### src/rtl/cello_lut_eval_pipe_if.sv
// cello_lut_eval_pipe_if: vector, result and config-load handshakes of the LUT evaluation pipeline
interface cello_lut_eval_pipe_if #(
  parameter int N_IN = 4,
  parameter int NUM_CH = 2,
  parameter int CFG_W = 4
);
  localparam int CHW = NUM_CH > 1 ? $clog2(NUM_CH) : 1;
  logic in_valid;
  logic in_ready;
  logic [NUM_CH*N_IN-1:0] in_vec;
  logic out_valid;
  logic out_ready;
  logic [NUM_CH-1:0] out_vec;
  logic cfg_valid;
  logic cfg_ready;
  logic [CHW-1:0] cfg_ch;
  logic [CFG_W-1:0] cfg_data;
  logic cfg_done;
  modport master (
    output in_valid, in_vec, out_ready, cfg_valid, cfg_ch, cfg_data,
    input in_ready, out_valid, out_vec, cfg_ready, cfg_done
  );
  modport slave (
    input in_valid, in_vec, out_ready, cfg_valid, cfg_ch, cfg_data,
    output in_ready, out_valid, out_vec, cfg_ready, cfg_done
  );
endinterface

### src/rtl/cello_lut_eval_pipe.sv
// cello_lut_eval_pipe: NUM_CH truth-table lookups through a stallable LAT-stage pipeline,
// with tables reloaded through a chunked shadow register and committed atomically.
module cello_lut_eval_pipe #(
  parameter int N_IN = 4,
  parameter int NUM_CH = 2,
  parameter int LAT = 3,
  parameter int CFG_W = 4,
  parameter logic [(1<<N_IN)-1:0] TT_INIT = 16'hC766
) (
  input logic clk,
  input logic rst,
  cello_lut_eval_pipe_if.slave io
);
  localparam int TW = 1 << N_IN;
  localparam int BEATS = TW / CFG_W;
  localparam int CHW = NUM_CH > 1 ? $clog2(NUM_CH) : 1;
  localparam int BW = $clog2(BEATS + 1);
  typedef enum logic [1:0] {IDLE, LOAD, COMMIT} state_t;
  state_t st;
  logic [TW-1:0] tt [NUM_CH];
  logic [TW-1:0] shadow;
  logic [CHW-1:0] ch;
  logic [BW-1:0] beat_cnt;
  logic [LAT-1:0] v;
  logic [LAT-1:0] en;
  logic [NUM_CH-1:0] d [LAT];
  logic [NUM_CH-1:0] lut;
  logic e;
  // a stage may load when it is empty or everything downstream of it moves
  always_comb begin
    en = '0;
    e = io.out_ready;
    for (int k = LAT - 1; k >= 0; k--) begin
      e = !v[k] || e;
      en[k] = e;
    end
  end
  // row 0 is the table MSB, so the bit index is the bitwise complement of idx
  always_comb begin
    lut = '0;
    for (int c = 0; c < NUM_CH; c++) lut[c] = tt[c][~io.in_vec[c*N_IN +: N_IN]];
  end
  assign io.in_ready = en[0];
  assign io.out_valid = v[LAT-1];
  assign io.out_vec = d[LAT-1];
  always_ff @(posedge clk) begin
    if (rst) begin
      v <= '0;
      for (int k = 0; k < LAT; k++) d[k] <= '0;
    end else begin
      if (en[0]) begin
        v[0] <= io.in_valid;
        d[0] <= lut;
      end
      for (int k = 1; k < LAT; k++) begin
        if (en[k]) begin
          v[k] <= v[k-1];
          d[k] <= d[k-1];
        end
      end
    end
  end
  always_ff @(posedge clk) begin
    if (rst) begin
      st <= IDLE;
      io.cfg_ready <= 1'b1;
      io.cfg_done <= 1'b0;
      beat_cnt <= '0;
      shadow <= '0;
      ch <= '0;
      for (int c = 0; c < NUM_CH; c++) tt[c] <= TT_INIT;
    end else begin
      io.cfg_done <= 1'b0;
      if (st == COMMIT) begin
        for (int c = 0; c < NUM_CH; c++) if (ch == CHW'(c)) tt[c] <= shadow;
        st <= IDLE;
        io.cfg_ready <= 1'b1;
        beat_cnt <= '0;
      end else if (io.cfg_valid) begin
        shadow <= (shadow << CFG_W) | TW'(io.cfg_data);
        beat_cnt <= beat_cnt + 1'b1;
        if (st == IDLE) ch <= io.cfg_ch;
        if (beat_cnt == BW'(BEATS - 1)) begin
          st <= COMMIT;
          io.cfg_ready <= 1'b0;
          io.cfg_done <= 1'b1;
        end else begin
          st <= LOAD;
        end
      end
    end
  end
endmodule

### src/flat_wrapper.sv
// flat-port wrapper written by rule: the top's interface ports become plain ports
module cello_lut_eval_pipe_flat 
#(
  parameter int N_IN = 4,
  parameter int NUM_CH = 2,
  parameter int LAT = 3,
  parameter int CFG_W = 4,
  parameter logic [(1<<N_IN)-1:0] TT_INIT = 16'hC766
)
  (clk, rst, io_in_valid, io_in_vec, io_out_ready, io_cfg_valid, io_cfg_ch, io_cfg_data, io_in_ready, io_out_valid, io_out_vec, io_cfg_ready, io_cfg_done);
  cello_lut_eval_pipe_if #(.N_IN(N_IN), .NUM_CH(NUM_CH), .CFG_W(CFG_W)) io_i ();
  input logic clk;
  input logic rst;
  input wire logic [$bits(io_i.in_valid)-1:0] io_in_valid;
  input wire logic [$bits(io_i.in_vec)-1:0] io_in_vec;
  input wire logic [$bits(io_i.out_ready)-1:0] io_out_ready;
  input wire logic [$bits(io_i.cfg_valid)-1:0] io_cfg_valid;
  input wire logic [$bits(io_i.cfg_ch)-1:0] io_cfg_ch;
  input wire logic [$bits(io_i.cfg_data)-1:0] io_cfg_data;
  output wire logic [$bits(io_i.in_ready)-1:0] io_in_ready;
  output wire logic [$bits(io_i.out_valid)-1:0] io_out_valid;
  output wire logic [$bits(io_i.out_vec)-1:0] io_out_vec;
  output wire logic [$bits(io_i.cfg_ready)-1:0] io_cfg_ready;
  output wire logic [$bits(io_i.cfg_done)-1:0] io_cfg_done;
  assign io_i.in_valid = io_in_valid;
  assign io_i.in_vec = io_in_vec;
  assign io_i.out_ready = io_out_ready;
  assign io_i.cfg_valid = io_cfg_valid;
  assign io_i.cfg_ch = io_cfg_ch;
  assign io_i.cfg_data = io_cfg_data;
  assign io_in_ready = io_i.in_ready;
  assign io_out_valid = io_i.out_valid;
  assign io_out_vec = io_i.out_vec;
  assign io_cfg_ready = io_i.cfg_ready;
  assign io_cfg_done = io_i.cfg_done;
  cello_lut_eval_pipe #(.N_IN(N_IN), .NUM_CH(NUM_CH), .LAT(LAT), .CFG_W(CFG_W), .TT_INIT(TT_INIT)) u_core (.clk(clk), .rst(rst), .io(io_i));
endmodule
### config.mk
export PLATFORM = sky130hd
export DESIGN_NAME = cello_lut_eval_pipe_flat
export DESIGN_NICKNAME = d
export VERILOG_FILES = /design/src/rtl/cello_lut_eval_pipe_if.sv /design/src/rtl/cello_lut_eval_pipe.sv /design/src/flat_wrapper.sv
export SDC_FILE = /design/constraint.sdc
export NUM_CORES = 1
export LEC_CHECK = 0
export ABC_CLOCK_PERIOD_IN_PS = 2500
export CORE_AREA = 5 5 100 102
export DETAILED_ROUTE_END_ITERATION = 8
export DIE_AREA = 0 0 105 107
export DONT_BUFFER_PORTS = 1
export PLACE_DENSITY = 0.53
export SYNTH_ARGS = -nofsm -noshare
export SYNTH_HDL_FRONTEND = slang
export SYNTH_SLANG_ARGS = --single-unit
### constraint.sdc
create_clock -name clk -period 2.5 [get_ports clk]
set_clock_uncertainty 0.05 [all_clocks]
set_input_delay 0.75 -clock clk [delete_from_list [all_inputs] [get_ports clk]]
set_output_delay 0.75 -clock clk [all_outputs]
set_load 0.02 [all_outputs]
==> results.ini <==
[die]
row_count=35
dieHeight_um=107
dieArea_um2=11200
initial_core_util_pct=29.1
dieWidth_um=105
io_pins=24
core-area_um2=9020

[detailed_routing]
vias_per_cell=4.57
routedWlPerCell_um=14.1
vias=1531
wl_um=4730
drc=0
dr.pass1.iters=4
ant_nets=0
drtIter0Drc=49

[global_routing]
grt_first_pass_wirelength_um=7780
grt_pass1_vias=1476
antenna_found_initial=0
grt_util_all_layers_pct=9.09
grt_max_degree=39
grt_remaining_overflow=0

[worst_setup_path]
critPathMaxFanout=5
r2r-start=u_core.st[0]
critPathCaptureType=output port
cp.arrival_ns=1.27
start_kind=flop
worstPathRequired_ns=1.70
crit_type=reg -> out
worstSetupStartpoint=u_core.v[2]

[sta]
timing.final.crit_period_ns=2.07
rsz0062_at_grt=no
finalCritPeriodShare_pct=82.9
finalSetupTns_ns=0
finalSetupViolations=0
tightest_slew_ns=0.585
final_max_slew_viol_count=0
max_slew_margin_pct=61.0
finalHoldViolCount=0
max_freq_mhz=482

[placed_design]
gp_congestion=0.688
portBuffers=0
hpwl_um=3370
placed_cells=319

[power_and_ir_drop]
p_leak_nw=0.932
p_int_mw=1.55
peakVddDrop_uv=269
combPwrFrac_pct=4.3
p_switching_uw=449
p_clk_share_pct=36.9
p_total_mw=2.00
power.density_nw_per_um2=699
p_sw_share_pct=22.4
seq_power_share_pct=58.9

[clock_tree]
cts_setup_buffers=0
cts_root_buf=clkbuf_8
cts_tree=done
insertion_delay_ns=0.34
cts.sink_count=65
holdBufCountCts=0
post_cts_resize_count=0
cts_buffer_depth=2
cts_inserted_buffers=9
htreeDepth=3
clkTransAtPathRegs_ns=0.07

[synth]
synth_compound_area_share_pct=7.01
syn-mean-instance-area_um2=11.9
synth_xor_area_share_pct=0.334
synth_fa_ha_area_share_pct=0.954
ys_seq_area_share_pct=64.1
yosysUniqueCellTypes=38
synth_warnings=0
synth-simple-area-share_pct=17.1
synth_top_family_by_area=simple AND/OR/NAND/NOR gates
synth_area_um2=2620
muxShareOfSynthArea_pct=7.44
synth_seq_cells=65
syn_nets=240
synth_cells=220

[finish]
syn_to_final_growth_pct=9.16
layout_common_cells=edfxtp_1, nand2_1, dfxtp_1, a21oi_1, nor2_1
final_common_cell=edfxtp_1
n_antenna_cell=0
finalNonFillerCells=335
drive_gt1_share_pct=9.38
fin_nets=239
finish.utilization_pct=31.7
fill_cells=916

[worst_hold_path]
hold_path_startpoint=u_core.shadow[14]
hold_class=reg -> reg

[run_status]
status=finished clean

[flow_run]
drv_cap=0

final cells by class:
class	instances	area (um2)	area share, %
clock inverter	6	35.0	1.22
multi-input combinational	139	862	30.1
timing repair buffer	1	7.51	0.262
clock buffer	10	128	4.46
sequential	65	1680	58.7
inverter	3	11.3	0.393
tap	111	139	4.85
through the flow:
step | worst slack, ns | hold slack [ns] | area (um2)
after floorplan | 0.530 | 0.380 | 2620
after global placement | 0.493 | 0.383 | 2700
after detailed placement | 0.474 | 0.387 | 2700
after CTS | 0.392 | 0.396 | 2860
after global routing | 0.311 | 0.400 | 2860
final | 0.427 | 0.396 | 2860
path summary, 6_finish.rpt:
| check | endpoint | slack (ns) | cells after the start |
|---|---|---|---|
| worst max-delay path | io_in_ready | 0.43 | 2 |
| worst max register to register | u_core.shadow[8] | 0.79 | 4 |
| worst min register to register | u_core.shadow[14] | 0.40 | 2 |
| worst min-delay path | u_core.shadow[14] | 0.40 | 2 |
cell usage after synthesis:
cell	number	area share, %
o221ai_1	1	0.33
nand3b_1	4	1.1
a31oi_1	1	0.24
mux4_1	1	1.0
o21a_1	1	0.29
dfxtp_1	27	21
buf_4	2	0.57
buf_6	1	0.43
o2111ai_1	1	0.33
and2_1	12	2.9
ha_1	2	0.95
o21ai_0	1	0.19
nor2b_1	1	0.24
a31o_2	1	0.33
inv_1	3	0.43
o211ai_1	1	0.29
edfxtp_1	38	43
nor3_1	1	0.19
a211oi_1	1	0.29
a21boi_1	1	0.29
mux2_2	3	1.3
nand3_1	4	0.76
a21o_1	1	0.29
mux4_2	2	1.7
xnor2_1	1	0.33
buf_2	3	0.57
a21oi_1	19	3.6
o22ai_1	1	0.24
nand2b_1	5	1.2
and4b_1	1	0.38
clkbuf_2	1	0.19
o21bai_1	1	0.29
nand2_1	37	5.3
nand3b_4	1	0.76
clkbuf_1	6	0.86
mux2i_1	9	3.4
nor2_1	15	2.1
or3_1	9	2.1
critical path, stage by stage (launching register included):
cell and delay, ns:
dfxtp_1 0.46, and4b_1 0.33, inv_1 0.15
layer usage:
metal  part of all wire, %  vias up  routed length [um]  track usage [%]
li1                      -      774                   -                -
met1                    47      720                2220             11.6
met2                    45       33                2150             12.9
met3                   7.0        4                 329             5.18
met4                  0.61        0                  29             3.01
met5                     0        -                   0                0
flip-flops by register name, indices dropped and copies added, names as in the netlist:
register	cells
u_core.shadow	16
u_core.d	6
u_core.v	3
u_core.ch	1
u_core.beat_cnt	3
u_core.st	2
u_core.tt	32
u_core.io.cfg_done	1
u_core.io.cfg_ready	1
power by group through the flow:
stage | logic (mW) | registers [mW] | clock network (mW)
2_1_floorplan | 0.0915 | 1.20 | 0
3_3_place_gp | 0.0859 | 1.20 | 0
3_5_place_dp | 0.0872 | 1.20 | 0
4_1_cts | 0.0876 | 1.18 | 0.766
5_1_grt | 0.0979 | 1.18 | 0.829
6_report | 0.0853 | 1.18 | 0.738
cells by family after synthesis:
family	count (synthesis)
and+or+nand+nor	90
DFF	65
AOI/OAI and AO/OA	31
buffers and inverters	16
muxes	15
adders and majority gates	2
xor gates and xnor gates	1
(Power assumes the default switching activity.)
